<file path="config.mk">
export PLATFORM = sky130hd
export DESIGN_NAME = agu_issue_arb
export DESIGN_NICKNAME = d
export VERILOG_FILES = /design/src/rtl/agu_issue_arb_pkg.sv /design/src/rtl/agu_issue_arb_rr_arb2.sv /design/src/rtl/agu_issue_arb.sv
export SDC_FILE = /design/constraint.sdc
export NUM_CORES = 1
export LEC_CHECK = 0
export ABC_AREA = 0
export BUFFER_PORTS_ARGS = -buffer_cell sky130_fd_sc_hd__buf_2
export CORE_MARGIN = 4
export CORE_UTILIZATION = 33
export CTS_BUF_LIST = sky130_fd_sc_hd__clkbuf_4
export CTS_CLUSTER_SIZE = 20
export DETAILED_ROUTE_END_ITERATION = 12
export PLACE_DENSITY = 0.88
export SLEW_MARGIN = 40
export SYNTH_ARGS = -nofsm -noshare
export SYNTH_HDL_FRONTEND = slang
export SYNTH_SLANG_ARGS = --single-unit
</file>
<file path="constraint.sdc">
create_clock -name clk -period 6.6 [get_ports clk]
set_input_delay 0.66 -clock clk [delete_from_list [all_inputs] [get_ports clk]]
set_output_delay 0.66 -clock clk [all_outputs]
set_load 0.03 [all_outputs]
</file>
<file path="src/rtl/agu_issue_arb_pkg.sv">
// agu_issue_arb_pkg: shared types and defaults for the AGU issue arbiter
//   LSQ_DEPTH_DEFAULT  default number of LSQ address slots (credit ceiling)
//   agu_arb_state_e    arbiter FSM state: RUN grants, HOLD blocks after a flush
//   agu_reg_t          uop payload carried from the reservation stations to fu_agu
package agu_issue_arb_pkg;

    localparam int LSQ_DEPTH_DEFAULT = 8;

    typedef enum logic {
        RUN  = 1'b0,
        HOLD = 1'b1
    } agu_arb_state_e;

    typedef struct packed {
        logic [5:0]  rob_idx;
        logic [6:0]  base_preg;
        logic [31:0] imm;
        logic [1:0]  size;
        logic        is_signed;
    } agu_reg_t;

endpackage

</file>
<file path="src/rtl/agu_issue_arb_rr_arb2.sv">
// rr_arb2: two-way round-robin arbiter owning the priority flop
//   clk/rst  clock, synchronous active-high reset (priority returns to requester 0)
//   req      request vector, bit 0 = load, bit 1 = store
//   en       grants allowed this cycle
//   gnt      one-hot grant (all zero when disabled or idle)
module rr_arb2 (
    input  logic       clk,
    input  logic       rst,
    input  logic [1:0] req,
    input  logic       en,
    output logic [1:0] gnt
);

    logic prio;

    always_comb gnt = !en ? 2'b00 : (&req) ? (prio ? 2'b10 : 2'b01) : req;

    // Only a contended grant hands priority to the side that lost it.
    always_ff @(posedge clk) prio <= rst ? 1'b0 : (en && &req) ? ~prio : prio;

endmodule

</file>
<file path="src/rtl/agu_issue_arb.sv">
// agu_issue_arb: round-robin load/store issue into the AGU, gated by LSQ credits and a post-flush hold
//   clk/rst                      clock, synchronous active-high reset
//   flush                        backend flush; blocks grants and starts the hold window
//   ld_valid/ld_ready/ld_uop     load RS handshake and payload
//   st_valid/st_ready/st_uop     store RS handshake and payload
//   agu_valid/agu_ready/agu_uop  issue to fu_agu
//   lsq_dealloc                  one LSQ address slot returned this cycle
//   credit_cnt                   free LSQ address slots (debug)
//   AGU_ARB_PERF_EN              when defined, adds perf_ld_grants, perf_st_grants, perf_credit_stalls
module agu_issue_arb
    import agu_issue_arb_pkg::*;
#(
    parameter int LSQ_DEPTH         = LSQ_DEPTH_DEFAULT,
    parameter int FLUSH_HOLD_CYCLES = 2
) (
    input  logic                           clk,
    input  logic                           rst,
    input  logic                           flush,
    input  logic                           ld_valid,
    output logic                           ld_ready,
    input  agu_reg_t                       ld_uop,
    input  logic                           st_valid,
    output logic                           st_ready,
    input  agu_reg_t                       st_uop,
    output logic                           agu_valid,
    input  logic                           agu_ready,
    output agu_reg_t                       agu_uop,
    input  logic                           lsq_dealloc,
    output logic [$clog2(LSQ_DEPTH+1)-1:0] credit_cnt
`ifdef AGU_ARB_PERF_EN
    ,
    output logic [31:0]                    perf_ld_grants,
    output logic [31:0]                    perf_st_grants,
    output logic [31:0]                    perf_credit_stalls
`endif
);

    localparam int CW = $clog2(LSQ_DEPTH + 1);
    localparam int HW = (FLUSH_HOLD_CYCLES > 1) ? $clog2(FLUSH_HOLD_CYCLES) : 1;
    localparam logic [CW-1:0] FULL = CW'(LSQ_DEPTH);
    localparam logic [HW-1:0] HOLD_LAST = HW'(FLUSH_HOLD_CYCLES - 1);

    agu_arb_state_e state, state_nxt;
    logic [HW-1:0]  hold_cnt, hold_cnt_nxt;
    logic [CW-1:0]  credit_nxt;
    logic           run, hold_done, en;
    logic [1:0]     gnt;

    assign run       = state == RUN;
    assign hold_done = !run && hold_cnt == HOLD_LAST;

    always_ff @(posedge clk) begin
        if (rst) begin
            state      <= RUN;
            hold_cnt   <= '0;
            credit_cnt <= FULL;
        end else begin
            state      <= state_nxt;
            hold_cnt   <= hold_cnt_nxt;
            credit_cnt <= credit_nxt;
        end
    end

    // A flush always wins: it enters HOLD from RUN and restarts the window from HOLD.
    // Leaving HOLD refills credits because the LSQ was flushed alongside us.
    // Dealloc while idle at full credit saturates instead of wrapping.
    always_comb begin
        state_nxt    = flush ? HOLD : hold_done ? RUN : state;
        hold_cnt_nxt = (flush || run || hold_done) ? '0 : hold_cnt + 1'b1;
        credit_nxt   = (hold_done && !flush) ? FULL :
                       !run ? credit_cnt :
                       (agu_valid && !lsq_dealloc) ? credit_cnt - 1'b1 :
                       (!agu_valid && lsq_dealloc && credit_cnt != FULL) ? credit_cnt + 1'b1 :
                       credit_cnt;
    end

    // Eligibility uses the registered credit count, so a same-cycle dealloc cannot unblock a grant.
    always_comb begin
        en        = run && credit_cnt != '0 && agu_ready && !flush && !rst;
        agu_valid = |gnt;
        ld_ready  = gnt[0];
        st_ready  = gnt[1];
        agu_uop   = gnt[1] ? st_uop : gnt[0] ? ld_uop : 'x;
    end

    rr_arb2 u_rr_arb2 (
        .clk (clk),
        .rst (rst),
        .req ({st_valid, ld_valid}),
        .en  (en),
        .gnt (gnt)
    );

`ifdef AGU_ARB_PERF_EN
    always_ff @(posedge clk) begin
        if (rst) begin
            perf_ld_grants     <= '0;
            perf_st_grants     <= '0;
            perf_credit_stalls <= '0;
        end else begin
            perf_ld_grants     <= perf_ld_grants + 32'(ld_ready);
            perf_st_grants     <= perf_st_grants + 32'(st_ready);
            perf_credit_stalls <= perf_credit_stalls + 32'((ld_valid || st_valid) && run && credit_cnt == '0);
        end
    end
`endif

`ifndef SYNTHESIS
    a_credit_overflow: assert property (@(posedge clk) disable iff (rst)
        !(run && lsq_dealloc && !agu_valid && credit_cnt == FULL))
        else $error("agu_issue_arb: lsq_dealloc with all %0d credits already free", LSQ_DEPTH);
`endif

endmodule

</file>
==> flow_summary.ini <==
[sta]
finalHoldViolations = 0
setup_tns_ps = 0
clock.fmax_mhz = 282
setup_viol = 0
rsz0062_at_grt = false
slew_viol_final = 0
min_period_ps = 3540
worst_pin_slew_ps = 663
slew_headroom = 0.554
fin_skew_ps = 8.06
period_share = 0.537

[floorplanning]
fp.dieW_um = 65.1
die_area_mm2 = 0.00424
core_area_mm2 = 0.00308
rows = 20
io_pins = 158
start_util = 0.350
chipHeight_um = 65.1

[place]
port-buffer-count = 157
hpwlAfterDp_mm = 4.37
routabilityCongestion = 0.879

[global_route]
grt_pass1_wl_mm = 7.24
grt_pass1_vias = 1505
grtUsageTotal = 0.217
grt_antenna_before_repair = 7
grt-ovfl-total = 0
grt_max_degree = 50

[cts]
htreeDepth = 1
cts-hold-fix-buffers = 0
cts_root_buffer = clkbuf_4
cts.clk_slew.worst_paths_ps = 50
clock_latency_ps = 260
cts-resized-gates = 0
cts_setup_buffers = 0
cts_buffers = 3
cts.sinks = 7
cts_tree = done
clock_path_buffers = 2

[critical_path]
r2r_setup_slack_ps = 3880
regToRegEndpoint = credit_cnt[3]
startpoint_type = input pin
path_max_fanout = 49
required_ps = 5940
crit_path_end_kind = output port
path_class = input pin to output port
cp-endpoint = agu_uop[40]
crit_arrival_ps = 2880
r2r_cells = 8
cp-startpoint = flush
r2r-start = state

[pwr]
switchingPower_uw = 85.0
peakVddDrop_v = 0.000128
powerDensity_mw_per_mm2 = 104
p_leak_uw = 0.00105
sw_frac_of_total = 0.426
internal_power_uw = 115
seqPwrFrac = 0.229
clkPwrFrac = 0.196
combPwrFrac = 0.575

[layout]
fin_nets = 378
layout_commonest_cell = buf_2
regArea_um2 = 140
final_cell_mix = buf_2 (157), mux2_1 (32), mux2_2 (16), nand2_1 (7), dfxtp_1 (7)
fillers = 283
drive_gt1_frac = 0.672
area_growth_pct = 79.0
multi_input_area_um2 = 891
fin_util = 0.626

[logic_synthesis]
syn_avg_cell_area_um2 = 9.28
syn_area_mm2 = 0.00108
netlist.top_cell.by_area = mux2_1
yosysWarningCount = 0
synth.distinct_cells = 30
ys_seq_elements = 7
netlist_top_cells_area = mux2_1 (33%), mux2_2 (17%), dfxtp_1 (13%)
syn_nets = 222
syn_inst = 116
synth_top_area_share = 0.335
synth_seq_area_share = 0.130

[job]
maxCapViolations = 0

[hold_path]
hp-class = flop to flop

[status]
outcome = completed

[drt]
vias = 1511
wire_per_inst_um = 15.4
ant_nets = 0
drt-vias-per-instance = 4.75
drt-total-wl_mm = 4.91
drc_errors = 0
dr.pass1.iters = 4
drt_iter0_markers = 42
-- layout make-up --
| type | count | share of cell area |
|---|---|---|
| clock inverters | 1 | 0.00260 |
| flip-flops and latches | 7 | 0.0728 |
| diodes | 3 | 0.00390 |
| clock buffers | 3 | 0.0117 |
| repair buffers | 157 | 0.408 |
| inverters | 5 | 0.00975 |
| multi-input cells | 98 | 0.463 |
| well taps | 44 | 0.0286 |
-- routing by layer --
metal / routed length (um) / GRT usage / up-vias
li1: - / - / 747
met1: 1670 / 0.217 / 646
met2: 2260 / 0.365 / 90
met3: 824 / 0.144 / 20
met4: 119 / 0.0674 / 8
met5: 42 / 0 / -
-- flip-flops by register name, summed over array words and instances, names as in the netlist --
name / cells
hold_cnt: 1
state: 1
u_rr_arb2.prio: 1
credit_cnt: 4
-- synth_stat cells --
| library cell | number |
|---|---|
| o21ai_0 | 1 |
| xnor2_1 | 2 |
| nor3_1 | 4 |
| nand2b_1 | 2 |
| o311a_2 | 1 |
| nor4_1 | 1 |
| and4bb_2 | 1 |
| nor4b_1 | 2 |
| ha_1 | 2 |
| nor2_1 | 6 |
| mux2_1 | 32 |
| and3b_1 | 1 |
| mux2_2 | 16 |
| fa_1 | 1 |
| buf_6 | 1 |
| a21oi_1 | 4 |
| or3_1 | 2 |
| o22ai_1 | 2 |
| inv_1 | 5 |
| a211o_1 | 1 |
| or4_4 | 1 |
| dfxtp_1 | 7 |
| nand2_1 | 7 |
| buf_2 | 4 |
| nor2_2 | 1 |
| or4b_1 | 1 |
| and2_1 | 1 |
| buf_4 | 1 |
| mux2i_1 | 3 |
| nand3_1 | 3 |
-- power by group through the flow --
| stage | combinational [uW] | clock (uW) | sequential, uW |
|---|---|---|---|
| finish | 115 | 39.2 | 45.7 |
| global route | 123 | 41.5 | 46.0 |
| CTS | 115 | 39.8 | 45.7 |
| detailed placement | 115 | 0 | 46.6 |
| global placement | 112 | 0 | 46.5 |
| floorplan | 63.6 | 0 | 47.4 |
-- critical path, cell delays in order --
cell and delay, ps:
buf_2 110, or4b_1 640, nor2_2 220, nand3_4 510
mux2_1 530, buf_2 190
-- stage by stage --
stage               cell area (um2)  worst slack (ps)  hold WS, ps  instances  power, uW
detailed placement             1890              3040          438        311        162
global placement               1880              2630          433        311        158
global route                   1930              2910          469        318        211
floorplan                      1080              3650          411        116        111
CTS                            1920              3050          446        315        201
finish                         1930              3060          445        318        200
-- how the worst min path moves through the flow --
stage,slack (ps),endpoint,startpoint,cells after the start
after floorplan,410,hold_cnt,hold_cnt,1
after global routing,470,hold_cnt,hold_cnt,1
after global placement,430,hold_cnt,hold_cnt,1
after CTS,450,hold_cnt,hold_cnt,1
final,440,hold_cnt,hold_cnt,1
after detailed placement,440,hold_cnt,hold_cnt,1
-- kinds of logic (layout without fill, tap and decap cells) --
kind of cell             after synthesis  count (layout)  share of synthesized area
XOR/XNOR                               2               2                     0.0163
flip-flops                             7               7                      0.130
buffers and inverters                 11             166                     0.0535
other                                  0               3                          0
AO/OA/AOI/OAI                          9               9                     0.0535
adder cells (fa/ha/maj)                3               3                     0.0419
multiplexers                          51              51                      0.530
AND/OR/NAND/NOR                       33              33                      0.174
No activity file was read; power rests on OpenSTA's default activity.
